==> src/rtl/bw_io_impctl_pkg.sv <==
// Shared types and helpers for the impedance-calibration controller.
// FSM state codes, step directions and thermometer encoding.
package bw_io_impctl_pkg;

    localparam logic [2:0] S_IDLE   = 3'd0;
    localparam logic [2:0] S_SETTLE = 3'd1;
    localparam logic [2:0] S_SAMPLE = 3'd2;
    localparam logic [2:0] S_DECIDE = 3'd3;
    localparam logic [2:0] S_LOCK   = 3'd4;

    typedef enum logic [1:0] {
        DIR_NONE,
        DIR_UP,
        DIR_DN
    } dir_e;

    // Bit idx of the thermometer code for a binary leg count.
    function automatic logic therm_bit(input int code, input int idx);
        return idx < code;
    endfunction

endpackage

==> src/rtl/bw_io_impctl_cal_fsm_if.sv <==
// Control/status bundle of the impedance-calibration controller.
// master drives requests and CSR traffic; slave is the controller.
interface bw_io_impctl_cal_fsm_if #(
    parameter int LEGS = 8,
    parameter int CW   = $clog2(LEGS + 1)
);
    logic            start;
    logic            above;
    logic            mode_pu;
    logic            upd_imped;
    logic            bypass;
    logic            we_csr;
    logic [CW-1:0]   from_csr;
    logic [LEGS-1:0] d;
    logic [LEGS-1:0] z;
    logic [CW-1:0]   to_csr;
    logic            busy;
    logic            done;
    logic            sat;

    modport master (
        output start, above, mode_pu, upd_imped,
        output bypass, we_csr, from_csr,
        input  d, z, to_csr, busy, done, sat
    );

    modport slave (
        input  start, above, mode_pu, upd_imped,
        input  bypass, we_csr, from_csr,
        output d, z, to_csr, busy, done, sat
    );
endinterface

==> src/rtl/bw_io_impctl_avg.sv <==
// Comparator synchroniser and windowed ones counter.
// valid marks the last sample of the window; ones includes it.
module bw_io_impctl_avg
    import bw_io_impctl_pkg::*;
#(
    parameter  int AVG_LOG2 = 4,
    localparam int W        = AVG_LOG2 + 1
) (
    input  logic         clk,
    input  logic         rst,
    input  logic         above,
    input  logic         go,
    output logic         valid,
    output logic [W-1:0] ones
);
    localparam int N   = 1 << AVG_LOG2;
    localparam int CNW = (AVG_LOG2 > 0) ? AVG_LOG2 : 1;

    logic           s1;
    logic           s2;
    logic [CNW-1:0] cnt;
    logic [W-1:0]   acc;
    logic           last;

    assign last  = go && (cnt == CNW'(N - 1));
    assign valid = last;
    assign ones  = acc + W'(s2);

    always_ff @(posedge clk or posedge rst) begin
        if (rst) begin
            s1  <= 1'b0;
            s2  <= 1'b0;
            cnt <= '0;
            acc <= '0;
        end else begin
            s1 <= above;
            s2 <= s1;
            if (!go || last) begin
                cnt <= '0;
                acc <= '0;
            end else begin
                cnt <= cnt + CNW'(1);
                acc <= ones;
            end
        end
    end

endmodule

==> src/rtl/bw_io_impctl_cal_fsm.sv <==
// Impedance-calibration controller: steps a replica leg code until the
// averaged comparator lands in the hysteresis band or the code saturates.
module bw_io_impctl_cal_fsm
    import bw_io_impctl_pkg::*;
#(
    parameter  int LEGS     = 8,
    parameter  int AVG_LOG2 = 4,
    parameter  int HYST     = 2,
    parameter  int SETTLE   = 4,
    localparam int CW       = $clog2(LEGS + 1)
) (
    input logic                   rclk,
    input logic                   hard_reset,
    bw_io_impctl_cal_fsm_if.slave bus
);
    localparam int N   = 1 << AVG_LOG2;
    localparam int W   = AVG_LOG2 + 1;
    localparam int SCW = $clog2(SETTLE + 1);
    localparam int HI  = N / 2 + HYST;
    localparam int LO  = N / 2 - HYST;
    localparam int MID = LEGS / 2;

    logic [2:0]    state;
    logic [SCW-1:0] cnt;
    logic [CW-1:0] code;
    logic [CW-1:0] app;
    logic [CW-1:0] csr;
    logic          mode;
    dir_e          prev;
    dir_e          req;
    logic [W-1:0]  ones_q;
    logic          sat_q;
    logic          av_valid;
    logic [W-1:0]  av_ones;
    logic          blocked;
    logic          dither;
    logic [CW-1:0] stepped;
    logic [CW-1:0] zsrc;

    bw_io_impctl_avg #(.AVG_LOG2(AVG_LOG2)) u_avg (
        .clk   (rclk),
        .rst   (hard_reset),
        .above (bus.above),
        .go    (state == S_SAMPLE),
        .valid (av_valid),
        .ones  (av_ones)
    );

    // Pullup replicas move the pad the other way per leg.
    always_comb begin
        req = DIR_NONE;
        if (int'(ones_q) >= HI)
            req = mode ? DIR_DN : DIR_UP;
        else if (int'(ones_q) <= LO)
            req = mode ? DIR_UP : DIR_DN;
    end

    assign blocked = (req == DIR_UP && code == CW'(LEGS)) ||
                     (req == DIR_DN && code == '0);
    assign dither  = (prev != DIR_NONE) && (req != prev);
    assign stepped = (req == DIR_UP) ? code + CW'(1) : code - CW'(1);

    always_ff @(posedge rclk or posedge hard_reset) begin
        if (hard_reset) begin
            state  <= S_IDLE;
            cnt    <= '0;
            code   <= CW'(MID);
            mode   <= 1'b0;
            prev   <= DIR_NONE;
            ones_q <= '0;
            sat_q  <= 1'b0;
        end else begin
            unique case (state)
                S_IDLE: if (bus.start) begin
                    state <= S_SETTLE;
                    cnt   <= '0;
                    mode  <= bus.mode_pu;
                    prev  <= DIR_NONE;
                    sat_q <= 1'b0;
                end
                S_SETTLE: if (cnt == SCW'(SETTLE - 1)) begin
                    state <= S_SAMPLE;
                    cnt   <= '0;
                end else begin
                    cnt <= cnt + SCW'(1);
                end
                S_SAMPLE: if (av_valid) begin
                    ones_q <= av_ones;
                    state  <= S_DECIDE;
                end
                S_DECIDE: if (req == DIR_NONE) begin
                    state <= S_LOCK;
                end else if (blocked) begin
                    state <= S_LOCK;
                    sat_q <= 1'b1;
                end else begin
                    code  <= stepped;
                    prev  <= req;
                    state <= dither ? S_LOCK : S_SETTLE;
                end
                S_LOCK:  state <= S_IDLE;
                default: state <= S_IDLE;
            endcase
        end
    end

    always_ff @(posedge rclk or posedge hard_reset) begin
        if (hard_reset) begin
            app <= CW'(MID);
            csr <= CW'(MID);
        end else begin
            if (bus.upd_imped)
                app <= code;
            if (bus.we_csr)
                csr <= (bus.from_csr > CW'(LEGS)) ? CW'(LEGS) : bus.from_csr;
        end
    end

    assign zsrc = bus.bypass ? csr : app;

    for (genvar i = 0; i < LEGS; i++) begin : g_therm
        assign bus.d[i] = therm_bit(32'(code), i);
        assign bus.z[i] = therm_bit(32'(zsrc), i);
    end

    assign bus.to_csr = code;
    assign bus.busy   = (state == S_SETTLE) || (state == S_SAMPLE) ||
                        (state == S_DECIDE);
    assign bus.done   = (state == S_LOCK);
    assign bus.sat    = sat_q;

endmodule

==> src/flat_wrapper.sv <==
// flat-port wrapper written by rule: the top's interface ports become plain ports
module bw_io_impctl_cal_fsm_flat import bw_io_impctl_pkg::*;
#(
    parameter  int LEGS     = 8,
    parameter  int AVG_LOG2 = 4,
    parameter  int HYST     = 2,
    parameter  int SETTLE   = 4,
    localparam int CW       = $clog2(LEGS + 1)
)
  (rclk, hard_reset, bus_start, bus_above, bus_mode_pu, bus_upd_imped, bus_bypass, bus_we_csr, bus_from_csr, bus_d, bus_z, bus_to_csr, bus_busy, bus_done, bus_sat);
  bw_io_impctl_cal_fsm_if #(.LEGS(LEGS)) bus_i ();
  input logic rclk;
  input logic hard_reset;
  input wire logic [$bits(bus_i.start)-1:0] bus_start;
  input wire logic [$bits(bus_i.above)-1:0] bus_above;
  input wire logic [$bits(bus_i.mode_pu)-1:0] bus_mode_pu;
  input wire logic [$bits(bus_i.upd_imped)-1:0] bus_upd_imped;
  input wire logic [$bits(bus_i.bypass)-1:0] bus_bypass;
  input wire logic [$bits(bus_i.we_csr)-1:0] bus_we_csr;
  input wire logic [$bits(bus_i.from_csr)-1:0] bus_from_csr;
  output wire logic [$bits(bus_i.d)-1:0] bus_d;
  output wire logic [$bits(bus_i.z)-1:0] bus_z;
  output wire logic [$bits(bus_i.to_csr)-1:0] bus_to_csr;
  output wire logic [$bits(bus_i.busy)-1:0] bus_busy;
  output wire logic [$bits(bus_i.done)-1:0] bus_done;
  output wire logic [$bits(bus_i.sat)-1:0] bus_sat;
  assign bus_i.start = bus_start;
  assign bus_i.above = bus_above;
  assign bus_i.mode_pu = bus_mode_pu;
  assign bus_i.upd_imped = bus_upd_imped;
  assign bus_i.bypass = bus_bypass;
  assign bus_i.we_csr = bus_we_csr;
  assign bus_i.from_csr = bus_from_csr;
  assign bus_d = bus_i.d;
  assign bus_z = bus_i.z;
  assign bus_to_csr = bus_i.to_csr;
  assign bus_busy = bus_i.busy;
  assign bus_done = bus_i.done;
  assign bus_sat = bus_i.sat;
  bw_io_impctl_cal_fsm #(.LEGS(LEGS), .AVG_LOG2(AVG_LOG2), .HYST(HYST), .SETTLE(SETTLE)) u_core (.rclk(rclk), .hard_reset(hard_reset), .bus(bus_i));
endmodule
==> config.mk <==
export PLATFORM = sky130hd
export DESIGN_NAME = bw_io_impctl_cal_fsm_flat
export DESIGN_NICKNAME = d
export VERILOG_FILES = /design/src/rtl/bw_io_impctl_pkg.sv /design/src/rtl/bw_io_impctl_cal_fsm_if.sv /design/src/rtl/bw_io_impctl_avg.sv /design/src/rtl/bw_io_impctl_cal_fsm.sv /design/src/flat_wrapper.sv
export SDC_FILE = /design/constraint.sdc
export NUM_CORES = 1
export LEC_CHECK = 0
export ABC_AREA = 1
export CAP_MARGIN = 25
export CORE_ASPECT_RATIO = 1.1
export CORE_MARGIN = 2
export CORE_UTILIZATION = 40
export DETAILED_ROUTE_END_ITERATION = 6
export GPL_ROUTABILITY_DRIVEN = 1
export PLACE_DENSITY_LB_ADDON = 0.08
export SLEW_MARGIN = 20
export SYNTH_ARGS = -nofsm -noshare
export SYNTH_HDL_FRONTEND = slang
export SYNTH_HIERARCHICAL = 1
export SYNTH_SLANG_ARGS = --single-unit
==> constraint.sdc <==
create_clock -name rclk -period 2.4 [get_ports rclk]
set_input_delay 0.48 -clock rclk [delete_from_list [all_inputs] [get_ports rclk]]
set_output_delay 0.48 -clock rclk [all_outputs]
set_load 0.1 [all_outputs]
==> results of run 1 <==
-- final timing paths --
path	from	end	slack (ps)	depth (start not counted)
min	u_core/u_avg/s1	u_core/u_avg/s2	350	0
max in group asynchronous	hard_reset	u_core/bus.to_csr[2]	1530	3
min reg2reg	u_core/u_avg/s1	u_core/u_avg/s2	350	0
min in group asynchronous	hard_reset	u_core/u_avg/acc[4]	500	2
max reg2reg	u_core/state[2]	u_core/state[0]	580	11
max	u_core/bus.to_csr[1]	bus_d[0]	130	6
-- through the flow --
step / instance area (um2) / hold slack, ps
final: 2850 / 352
after global routing: 2850 / 358
after CTS: 2850 / 353
after detailed placement: 2750 / 336
after global placement: 2750 / 333
after floorplan: 2170 / 331
-- area by class of cell --
class | count | area, um2 | area share, %
timing repair buffer | 40 | 514 | 18.1
tap | 58 | 72.6 | 2.55
clock buffer | 6 | 82.6 | 2.90
inverter | 40 | 163 | 5.71
multi-input combinational | 168 | 1050 | 36.7
sequential | 38 | 958 | 33.6
clock inverter | 2 | 12.5 | 0.439
-- flip-flops by register name, indices dropped and copies added, names as in the netlist --
register / flops
u_core/u_avg/acc: 5
u_core/u_avg/s2: 1
u_core/ones_q: 5
u_core/u_avg/s1: 1
u_core/app: 4
u_core/prev: 2
u_core/state: 3
u_core/bus.sat: 1
u_core/cnt: 3
u_core/u_avg/cnt: 4
u_core/mode: 1
u_core/csr: 4
u_core/bus.to_csr: 4
-- synthesized netlist by cell type (3+ instances only) --
library cell,number
nand2_2,6
nand4_1,6
nor2_2,3
inv_2,8
mux2_2,4
xor2_1,3
nand2_1,53
ha_1,8
nand3_1,15
dfstp_2,3
o21ai_0,19
o21ai_1,3
nor2_1,17
a21oi_1,11
dfrtp_1,35
inv_1,31
-- cell families after synthesis --
| kind of cell | after synthesis | share of synthesized area [%] |
|---|---|---|
| AO/OA/AOI/OAI | 39 | 10.7 |
| XOR/XNOR | 5 | 2.10 |
| adder cells (fa/ha/maj) | 8 | 4.79 |
| buffers and inverters | 42 | 7.97 |
| flip-flops | 38 | 45.7 |
| multiplexers | 4 | 2.16 |
| AND/OR/NAND/NOR | 112 | 26.5 |
-- layer usage --
metal  vias to the layer above  wire length (um)  GRT usage, %
li1                        892                 -             -
met1                       765              1890          20.1
met2                        30              1930          27.6
met3                         6               143          3.79
met4                         0                72          6.67
met5                         -                 0             0
==> out/metrics.yaml, run 1 <==
post-place-ws_ps: -106
synth.distinct_cells: 36
synth-seq-area-share_pct: 45.7
min_period_ps: 2270
antenna_left: 0
critical_path_arrival_ps: 1790
critPathLaunchType: "flip-flop"
path_clk_slew_ps: 80
synth_top_cells_by_area: "dfrtp_1, nand2_1, inv_1"
synthCells: 248
port_buffers: 34
route.detailed.drc: 0
clock_latency_ps: 290
rows: 27
synth_top_area_share_pct: 41.9
root_buffer: "clkbuf_8"
grt_overflow_total: 0
max-slew-margin-rel_pct: 72.1
diodes: 0
postCtsHoldBufs: 0
dp_hpwl_um: 3100
slew_violations: 0
synth_top_area_cell: "dfrtp_1"
final_cells: 352
finalSetupViolCount: 0
antenna_found_initial: 0
io_pins: 35
die_w_um: 72.9
worstSetupEndpointType: "output pin"
dr.pass1.iters: 4
num_vias: 1693
fmaxAchievable_mhz: 441
synth-edff-count: 0
tns_ps: 0
ys_seq_elements: 38
place_inst: 344
status: "completed"
die_h_um: 79.8
fin_crit_sh_pct: 94.4
postLayoutCoreUtil_pct: 56.6
hold_class: "flip-flop to flip-flop"
gp_congestion: 0.781
cts_buffer_depth: 2
clock_sinks: 38
postCtsSetupBuffers: 0
cap_violations: 0
area_growth_pct: 36.4
yosysWarningCount: 6
rsz0062_at_grt: "no"
crit_type: "flip-flop to output pin"
cts_buffers: 5
fillerInstances: 473
critPathMostFrequentCell: "clkinvlp_4"
tightest_slew_ps: 418
cp_top_family: "buffers and inverters"
setup_ws_ps: 134
cp_max_fo: 6
synthesis.nets: 268
vias_per_cell: 4.81
hold_viol: 0
fin_nets: 313
final_cell_mix: "nand2_1, dfrtp_1, inv_1"
mostFrequentLayoutCell: "nand2_1"
fin_skew_ps: 5.01
grt_pass1_wl_um: 7330
crit_slowest_cell: "dfrtp_2"
cts_resized: 3
postSynthAreaPerCell_um2: 8.42
routed_wl_um: 4040
initial_core_util_pct: 41.5
drive_gt1_share_pct: 31.0
die_area_mm2: 0.00582
cts_tree: "yes"
yosys_most_used_dff: "dfrtp_1"
coreArea_mm2: 0.00503
crit_chain: "clkinvlp_4 -> ha_1 -> inv_1 -> nor2_2 -> clkinvlp_4 -> buf_12"
syn_area_mm2: 0.00209
critPathBufInv: 4
required_ps: 1920
grt_max_degree: 28
drtIter0Drc: 74
routedWlPerCell_um: 11.5
grt_pass1_vias: 1684
grt_util_all_layers_pct: 16.4
synthArstFlopShare_pct: 100
htree_levels: 2
cpPeakStageDelay_ps: 450
Power of run 1 is left out: the tool's default activity adds up to more than one toggle a clock period on the data nets, which glitch-free logic cannot reach.
==> inputs of run 2 (changes only) <==
--- a/config.mk
+++ b/config.mk
@@ -13,7 +13,6 @@
 export DETAILED_ROUTE_END_ITERATION = 6
 export GPL_ROUTABILITY_DRIVEN = 1
 export PLACE_DENSITY_LB_ADDON = 0.08
-export SLEW_MARGIN = 20
 export SYNTH_ARGS = -nofsm -noshare
 export SYNTH_HDL_FRONTEND = slang
 export SYNTH_HIERARCHICAL = 1
==> constraint.sdc (replaced) <==
create_clock -name rclk -period 2.75 [get_ports rclk]
set_input_delay 0.55 -clock rclk [delete_from_list [all_inputs] [get_ports rclk]]
set_output_delay 0.55 -clock rclk [all_outputs]
set_load 0.1 [all_outputs]
==> out/metrics.yaml, run 2 (same netlist as run 1, synthesis figures left out) <==
cp_max_fo: 8
cts_buffers: 5
holdWs_ps: 360
wl_met3_um: 156
fin_nets: 311
fin_crit_sh_pct: 92.4
grt_util_all_layers_pct: 15.5
wl_met2_um: 1840
rsz0062_at_grt: "no"
routedWlPerCell_um: 11.1
clock_sinks: 38
port_buffers: 34
grt_pass1_wl_um: 7020
slew_violations: 0
fmaxAchievable_mhz: 393
setup_ws_ps: 208
htree_levels: 2
rows: 27
dr.pass1.iters: 4
antenna_found_initial: 0
worstSetupEndpointType: "output pin"
r2r_slack_ps: 900
routed_wl_um: 3890
cts_buffer_depth: 2
path_clk_slew_ps: 70
root_buffer: "clkbuf_8"
finalSetupViolCount: 0
grt_max_degree: 28
m1WireLength_um: 1850
cap_violations: 0
final_cell_mix: "nand2_1, dfrtp_1, inv_1"
diodes: 0
drtIter0Drc: 37
num_vias: 1684
drive_gt1_share_pct: 28.4
antenna_left: 0
io_pins: 35
post-place-ws_ps: 147
coreArea_mm2: 0.00503
routed.top_layer: "met4"
fin_skew_ps: 5.68
critPathLaunchType: "input pin"
hold_depth: 0
status: "completed"
postCtsSetupBuffers: 0
critical_path_arrival_ps: 1990
clock_latency_ps: 290
grt_overflow_total: 0
crit_type: "input pin to output pin"
mostFrequentLayoutCell: "nand2_1"
required_ps: 2200
tightest_slew_ps: 413
initial_core_util_pct: 41.5
die_h_um: 79.8
area_growth_pct: 30.6
max-slew-margin-rel_pct: 72.4
die_w_um: 72.9
route.detailed.drc: 0
ff2ff_path_depth: 11
min_period_ps: 2540
cts_tree: "yes"
reg.largest.list: "u_core/ones_q x5, u_core/u_avg/acc x5"
cts_resized: 0
gp_congestion: 0.756
grt_pass1_vias: 1602
hold_class: "flip-flop to flip-flop"
hold_viol: 0
vias_per_cell: 4.81
dp_hpwl_um: 3000
postCtsHoldBufs: 0
die_area_mm2: 0.00582
==> run 2: cell count changes in the layout (fill, tap and decap cells not counted), moves of 2 or more <==
cell        before  now
inv_1           28   30
nand2_1         48   51
nand2_4          4    2
buf_12          15    8
buf_4           14   19
o21ai_2          1    4
clkinvlp_4       3    1
o21ai_4          5    2
==> run 2: area by class of cell <==
cell class | count | area, um2
clock inverter | 1 | 30.0
sequential | 38 | 958
fill | 478 | 2310
tap | 58 | 72.6
clock buffer | 7 | 86.3
inverter | 40 | 159
multi-input combinational | 168 | 1010
timing repair buffer | 38 | 413
==> run 2: routing by layer <==
layer	track usage, %	up-vias
met4	6.11	0
met2	24.7	34
met5	0	-
li1	-	896
met3	3.66	4
met1	20.1	750
==> run 2: path summary, 6_finish.rpt <==
check | from | to
max | bus_bypass | bus_z[1]
min | u_core/u_avg/s1 | u_core/u_avg/s2
max reg2reg | u_core/bus.to_csr[1] | u_core/bus.to_csr[3]
min reg2reg | u_core/u_avg/s1 | u_core/u_avg/s2
max in group asynchronous | hard_reset | u_core/bus.to_csr[2]
min in group asynchronous | hard_reset | u_core/u_avg/cnt[2]
==> run 2: worst max-delay path, cell delays in order <==
cell and delay [ps]:
clkdlybuf4s50_1 580, nand2_1 80, o21ai_1 100, buf_4 140
nand2_1 90, inv_1 150, nand2_1 110, buf_12 190
==> run 2: stage by stage <==
stage	std cells	TNS, ps	utilization [%]	instance area, um2
finish	350	0	54.2	2730
CTS	350	0	54.1	2720
floorplan	248	-636	-	2130
detailed placement	342	0	51.8	2610
global placement	342	0	51.8	2610
global route	350	0	54.2	2730
Power of run 2 is left out for the same reason.
